===== src/rtl/mem_port_arbiter.sv =====
// Two-port round-robin arbiter in front of a single-port memory with fixed read latency.
// One transaction in flight; each port uses a held-request / one-cycle-ack handshake.
module mem_port_arbiter #(
   parameter int n   = 16,
   parameter int LAT = 2,
   parameter int CW  = 4
) (
   input  logic         clk,
   input  logic         reset,
   input  logic         req0,
   input  logic         we0,
   input  logic [n-1:0] addr0,
   input  logic [n-1:0] wdata0,
   output logic         ack0,
   output logic [n-1:0] rdata0,
   input  logic         req1,
   input  logic         we1,
   input  logic [n-1:0] addr1,
   input  logic [n-1:0] wdata1,
   output logic         ack1,
   output logic [n-1:0] rdata1,
   output logic         mem_en,
   output logic         mem_we,
   output logic [n-1:0] mem_addr,
   output logic [n-1:0] mem_wdata,
   input  logic [n-1:0] mem_rdata,
   output logic         busy,
   output logic         gnt
);

   typedef enum logic [1:0] {S_IDLE, S_ISSUE, S_WAIT, S_RESP} state_t;

   state_t        state_q, state_d;
   logic [CW-1:0] cnt_q, cnt_d;
   logic          last_q, last_d;
   logic          gnt_q, gnt_d;
   logic          we_q, we_d;
   logic [n-1:0]  addr_q, addr_d;
   logic [n-1:0]  wdata_q, wdata_d;
   logic          win;
   logic          resp;

   always_ff @(posedge clk or negedge reset) begin
      if (!reset) begin
         state_q <= S_IDLE;
         cnt_q   <= '0;
         last_q  <= 1'b1;
         gnt_q   <= 1'b0;
         we_q    <= 1'b0;
         addr_q  <= '0;
         wdata_q <= '0;
      end else begin
         state_q <= state_d;
         cnt_q   <= cnt_d;
         last_q  <= last_d;
         gnt_q   <= gnt_d;
         we_q    <= we_d;
         addr_q  <= addr_d;
         wdata_q <= wdata_d;
      end
   end

   always_comb begin
      state_d = state_q;
      cnt_d   = cnt_q;
      last_d  = last_q;
      gnt_d   = gnt_q;
      we_d    = we_q;
      addr_d  = addr_q;
      wdata_d = wdata_q;
      win     = 1'b0;
      case (state_q)
         S_IDLE: begin
            if (req0 || req1) begin
               // A lone requester wins outright; on contention the port that did not go last wins.
               win     = (req0 && req1) ? ~last_q : req1;
               gnt_d   = win;
               we_d    = win ? we1    : we0;
               addr_d  = win ? addr1  : addr0;
               wdata_d = win ? wdata1 : wdata0;
               state_d = S_ISSUE;
            end
         end
         S_ISSUE: begin
            cnt_d   = CW'(LAT - 1);
            state_d = (LAT == 1) ? S_RESP : S_WAIT;
         end
         S_WAIT: begin
            cnt_d = cnt_q - 1'b1;
            if (cnt_q == CW'(1)) begin
               state_d = S_RESP;
            end
         end
         S_RESP: begin
            last_d  = gnt_q;
            state_d = S_IDLE;
         end
         default: state_d = S_IDLE;
      endcase
   end

   always_comb begin
      resp      = (state_q == S_RESP);
      mem_en    = (state_q == S_ISSUE);
      mem_we    = (state_q == S_ISSUE) && we_q;
      mem_addr  = addr_q;
      mem_wdata = wdata_q;
      busy      = (state_q != S_IDLE);
      gnt       = gnt_q;
      ack0      = resp && !gnt_q;
      ack1      = resp && gnt_q;
      // Write completions return zero data; read data is only forwarded during the ack cycle.
      rdata0    = (ack0 && !we_q) ? mem_rdata : '0;
      rdata1    = (ack1 && !we_q) ? mem_rdata : '0;
   end

endmodule


===== config.mk =====
export PLATFORM = sky130hd
export DESIGN_NAME = mem_port_arbiter
export DESIGN_NICKNAME = d
export VERILOG_FILES = /design/src/rtl/mem_port_arbiter.sv
export SDC_FILE = /design/constraint.sdc
export NUM_CORES = 1
export LEC_CHECK = 0
export CORE_ASPECT_RATIO = 1.75
export CORE_UTILIZATION = 32
export DETAILED_ROUTE_END_ITERATION = 10
export PLACE_DENSITY = 0.88
export SYNTH_ARGS = -nofsm -noshare
export SYNTH_HDL_FRONTEND = slang
export SYNTH_SLANG_ARGS = --single-unit

===== constraint.sdc =====
create_clock -name clk -period 1.6 [get_ports clk]
set_clock_uncertainty 0.1 [all_clocks]
set_input_delay 0.32 -clock clk [delete_from_list [all_inputs] [get_ports clk]]
set_output_delay 0.32 -clock clk [all_outputs]
set_load 0.02 [all_outputs]

==> results of run 1 <==
==> worst max-delay path: stages (launching register included) <==
cell and delay (ps):
dfrtp_1 390, ha_4 170, nor3b_4 240, buf_6 160, and2_4 140, buf_6 110
==> cells by family (layout without fill, tap and decap cells) <==
family | after synthesis | count (layout) | synth area share [%]
DFF | 41 | 41 | 46.5
AOI/OAI and AO/OA | 43 | 44 | 10.7
buffers and inverters | 19 | 203 | 4.81
adders and majority gates | 6 | 6 | 3.40
and+or+nand+nor | 77 | 78 | 18.2
muxes | 36 | 36 | 16.5
==> area by class of cell <==
class,count,area [um2],share of cell area (%)
tap,82,103,2.26
clock buffer,6,129,2.84
sequential,41,1030,22.7
clock inverter,2,38.8,0.854
inverter,6,30.0,0.662
timing repair buffer,189,1960,43.1
multi-input combinational,164,1250,27.6
==> registers in the layout, indices dropped and copies added (netlist names) <==
signal     cells
mem_addr      16
mem_wdata     16
cnt_q          4
state_q        2
gnt            1
last_q         1
we_q           1
==> per-layer routing <==
metal	wire length, um	vias up
met5	0	-
met4	275	0
met3	620	25
met2	4300	151
met1	2400	1156
li1	-	1124
==> cell usage in the layout, fill, tap and decap left out, types with 3 or more instances in the layout <==
cell type	n
clkdlybuf4s50_1	84
buf_6	45
dfrtp_1	39
o21ai_1	34
and2_4	33
mux2i_1	33
nand2_1	33
dlygate4sd2_1	32
buf_4	17
clkbuf_16	9
buf_12	4
inv_1	3
mux2_2	3
o21ai_0	3
ha_1	3
ha_4	3
==> where the power goes <==
| group | total [mW] | internal [mW] | switching (mW) | leakage (nW) |
|---|---|---|---|---|
| Clock | 1.15 | 0.739 | 0.413 | 0.0810 |
| Sequential | 1.84 | 1.54 | 0.300 | 0.504 |
| Combinational | 4.61 | 2.32 | 2.29 | 1.62 |
==> final timing paths <==
kind | from | to | cells after the start
max reg2reg | state_q[1] | state_q[1] | 8
min | mem_wdata[7] | mem_wdata[7] | 2
max in group asynchronous | reset | mem_wdata[8] | 3
min reg2reg | mem_wdata[7] | mem_wdata[7] | 2
min in group asynchronous | reset | mem_addr[13] | 2
max | state_q[0] | rdata0[11] | 5
==> what timing repair did <==
action | CTS | global route
setup buffers | 2 | 2
hold endpoints to repair | 17 | 0
hold buffers | 1 | 0
resized for setup | 298 | 20
cloned | 1 | 10
setup endpoints to repair | 72 | 77
pin swaps | 28 | 8
==> flow_metrics.py, run 1 <==
metrics = {
    "outcome": {
        "status": "finished, violations left",
        "violations": "setup timing",
    },
    "synth": {
        "synthTopCellsByCount": "dfrtp_1, nand2_1, and2_1",
        "ys_types": 26,
        "synthTopCellsByArea": "dfrtp_1, mux2i_1, and2_1",
        "synth-async-reset-ratio_pct": 100,
        "synth_flop_cell": "dfrtp_1",
        "synth_most_common_cell": "dfrtp_1",
        "yosys.area.top_type": "dfrtp_1",
        "syn-instance-count": 222,
        "synth_area_per_cell_um2": 9.96,
        "synth_edf_count": 0,
        "synth_nets": 314,
        "ys_warn_count": 0,
        "ys_ff_latch": 41,
        "synth_top_area_share_pct": 45.3,
        "ys_seq_area_share_pct": 46.5,
        "netlist_area_um2": 2210,
    },
    "worst_setup_path": {
        "crit_fanout": 8,
        "critPathLaunchType": "flop",
        "critPathArrivalTime_ps": 1490,
        "r2r_slack_ps": -210,
        "crit_path_end_kind": "output pin",
        "criticalPathCategory": "reg -> out",
        "worstPathRequired_ps": 1180,
    },
    "clocking": {
        "clock_sinks": 41,
        "cts_tree": "built",
        "root_buffer": "clkbuf_16",
        "clkTransAtPathRegs_ps": 60,
        "cts_buffers": 5,
        "h-tree-depth": 2,
        "clkLatencyLatePin_ps": 280,
        "cts_buffer_depth": 2,
    },
    "floorplanning": {
        "die-height_um": 112,
        "dieArea_um2": 7260,
        "num_rows": 39,
        "start_util_pct": 33.6,
        "core_area_um2": 6590,
        "die_x_um": 64.8,
        "io_pins": 156,
    },
    "placed_design": {
        "port-buffer-count": 155,
        "place_congestion": 0.758,
        "pre_cts_slack_ps": -601,
        "post_dp_cell_area_um2": 4030,
        "hpwl_um": 5170,
        "dp.cells": 467,
    },
    "power": {
        "total_power_mw": 7.61,
        "p_leak_nw": 2.21,
        "p_per_area_nw_per_um2": 1680,
        "peakVddDrop_mv": 0.956,
    },
    "min_path": {
        "min-delay-path-class": "reg -> reg",
    },
    "layout": {
        "utilization_pct": 68.9,
        "syn_to_final_growth_pct": 105,
        "drive_above_1_share_pct": 32.4,
        "design_area_um2": 4540,
        "finalNonFillerCells": 490,
        "fillers": 501,
        "insertedDiodeCount": 0,
        "fin_nets": 499,
    },
    "timing": {
        "worst_pin_slew_ps": 494,
        "finalHoldViolCount": 0,
        "fin_hold_ws_ps": 376,
        "slew_violations": 0,
        "fin_ws_ps": -313,
        "max_slew_margin_pct": 66.9,
        "max_freq_mhz": 523,
        "rsz0062_at_grt": "yes",
        "fin_crit_sh_pct": 120,
        "fin_setup_tns_ps": -14940,
        "finalSetupViolations": 73,
        "period_needed_ps": 1910,
    },
    "grt": {
        "grt_pass1_wl_um": 10900,
        "gr-usage-met2_pct": 37.8,
        "top_usage_layer": "met2",
        "grt_usage_pct": 19.2,
        "overflow": 0,
        "use_met3_pct": 5.94,
        "grt_max_degree": 41,
        "first_global_vias": 2395,
        "grt_util_met1_pct": 17.2,
        "antenna_found_initial": 0,
    },
    "routing": {
        "antenna_left": 0,
        "dr.pass1.iters": 4,
        "routed_wl_um": 7600,
        "first_iter_violations": 37,
        "drc_errors": 0,
        "wire_per_inst_um": 15.5,
        "via_count": 2456,
        "avgViaCountPerCell": 5.01,
    },
    "run": {
        "maxCapViolations": 0,
    },
}
(Power assumes the default switching activity.)
==> inputs of run 2 (changes only) <==
- CELL_PAD_IN_SITES_DETAIL_PLACEMENT: default -> 0
- CELL_PAD_IN_SITES_GLOBAL_PLACEMENT: default -> 1
- CORE_UTILIZATION: 32 -> 22
- CTS_CLUSTER_SIZE: default -> 24
- PLACE_DENSITY: 0.88 -> 0.86
==> run 2 against run 1 <==
Effect of this change: highest routed layer unchanged; largest cell class unchanged; clock-buffer cell count is 1 higher; combinational power is 2% higher; critical path type unchanged; the run still ends with setup timing left; first-iteration DRC count is 2.7% lower; global-route usage is 6.0 points lower; flip-flop and latch count stayed put.
==> flow_metrics.py, run 2 (synthesized netlist as in run 1, its figures left out) <==
metrics = {
    "worst_setup_path": {
        "critPathArrivalTime_ps": 1560,
        "r2r_slack_ps": -260,
        "crit_fanout": 6,
        "criticalPathCategory": "reg -> out",
        "worstPathRequired_ps": 1180,
        "crit_path_end_kind": "output pin",
        "critPathLaunchType": "flop",
    },
    "layout": {
        "syn_to_final_growth_pct": 109,
        "final_common_cell": "clkdlybuf4s50_1",
        "layout_common_cells": "clkdlybuf4s50_1, buf_6, dfrtp_1",
        "fillers": 949,
        "drive_above_1_share_pct": 32.6,
        "utilization_pct": 47.2,
        "fin_nets": 499,
        "insertedDiodeCount": 0,
    },
    "run": {
        "maxCapViolations": 0,
    },
    "grt": {
        "antenna_found_initial": 0,
        "grt_usage_pct": 13.3,
        "grt_max_degree": 65,
        "overflow": 0,
        "grt_pass1_wl_um": 10800,
        "first_global_vias": 2326,
    },
    "floorplanning": {
        "num_rows": 48,
        "io_pins": 156,
        "die_x_um": 77.8,
        "start_util_pct": 22.6,
        "core_area_um2": 9790,
        "die-height_um": 135,
        "dieArea_um2": 10500,
    },
    "clocking": {
        "clock_sinks": 41,
        "clkLatencyLatePin_ps": 280,
        "cts_buffer_depth": 2,
        "clkTransAtPathRegs_ps": 60,
        "root_buffer": "clkbuf_16",
        "cts_buffers": 5,
        "cts_tree": "built",
        "h-tree-depth": 2,
    },
    "timing": {
        "finalSetupViolations": 71,
        "fin_ws_ps": -378,
        "fin_hold_ws_ps": 369,
        "period_needed_ps": 1980,
        "rsz0062_at_grt": "yes",
        "finalHoldViolCount": 0,
        "slew_violations": 0,
        "fin_crit_sh_pct": 124,
        "worst_pin_slew_ps": 376,
        "max_slew_margin_pct": 74.9,
        "max_freq_mhz": 506,
        "fin_setup_tns_ps": -12890,
    },
    "routing": {
        "dr.pass1.iters": 4,
        "first_iter_violations": 36,
        "avgViaCountPerCell": 4.41,
        "drc_errors": 0,
        "via_count": 2349,
        "routed_wl_um": 8120,
        "wire_per_inst_um": 15.2,
        "antenna_left": 0,
    },
    "min_path": {
        "min-delay-path-class": "in -> async",
    },
    "placed_design": {
        "place_congestion": 0.734,
        "port-buffer-count": 155,
        "hpwl_um": 5180,
        "pre_cts_slack_ps": -597,
    },
    "power": {
        "p_leak_nw": 2.22,
        "peakVddDrop_mv": 1.00,
        "p_per_area_nw_per_um2": 1670,
    },
    "outcome": {
        "violations": "setup timing",
        "status": "finished, violations left",
    },
}
[run 2: changes by cell type in the layout (fill, tap and decap cells not counted), moves of 2 or more]
cell	change
o21ai_1	-2
buf_4	-2
nand2_2	-2
nand2_1	+2
buf_6	+2
[run 2: layer usage]
layer	track usage [%]	wire [um]	up-vias
met1	12.0	2680	1101
met3	3.38	553	12
met2	26.8	4730	117
li1	-	-	1119
met5	0	0	-
met4	5.56	166	0
[run 2: power by group]
group | leakage [nW] | total [mW] | internal [mW] | switching (mW)
clock network | 0.0841 | 1.18 | 0.779 | 0.399
registers | 0.504 | 1.83 | 1.54 | 0.290
logic | 1.63 | 4.69 | 2.36 | 2.33
[run 2: worst paths after layout]
| path | to | cells past startpoint | from |
|---|---|---|---|
| setup / recovery | rdata0[11] | 5 | state_q[1] |
| hold / removal | mem_addr[3] | 2 | reset |
| setup reg to reg | state_q[1] | 8 | state_q[1] |
| hold reg to reg | mem_wdata[6] | 2 | mem_wdata[6] |
| max in group asynchronous | last_q | 3 | reset |
| min in group clk | mem_wdata[6] | 2 | mem_wdata[6] |
[run 2: stage by stage]
step,instances,cell area [um2],total power [mW]
after floorplan,222,2250,3.85
after global placement,509,4060,5.73
after detailed placement,509,4060,5.83
after CTS,523,4380,7.14
after global routing,533,4620,8.18
final,533,4620,7.70
[run 2: area by class of cell]
| type | instances | area [um2] | area share, % |
|---|---|---|---|
| clock buffer | 7 | 143 | 3.09 |
| multi-input combinational | 164 | 1270 | 27.4 |
| timing repair buffer | 189 | 1970 | 42.6 |
| inverter | 6 | 27.5 | 0.595 |
| clock inverter | 1 | 30.0 | 0.650 |
| tap | 125 | 156 | 3.38 |
| sequential | 41 | 1030 | 22.2 |
[run 2: what timing repair did]
action / CTS / global route
gates cloned: 2 / 8
hold endpoints to repair: 12 / 0
endpoints found under the setup margin: 72 / 76
pin swaps: 26 / 13
setup buffers: 3 / 2
resized for setup: 297 / 27
hold buffers: 1 / 0
[run 2: worst max-delay path: stages, from the launching register on]
cell and delay [ps]:
dfrtp_1 400, ha_4 170, nor3b_4 280, buf_6 170, and2_4 140, buf_6 110
==> inputs of run 3 (changes only) <==
- GPL_TIMING_DRIVEN: default -> 1
==> results of run 3 <==
The final DEF is identical to that of run 2; final timing and power are the same.
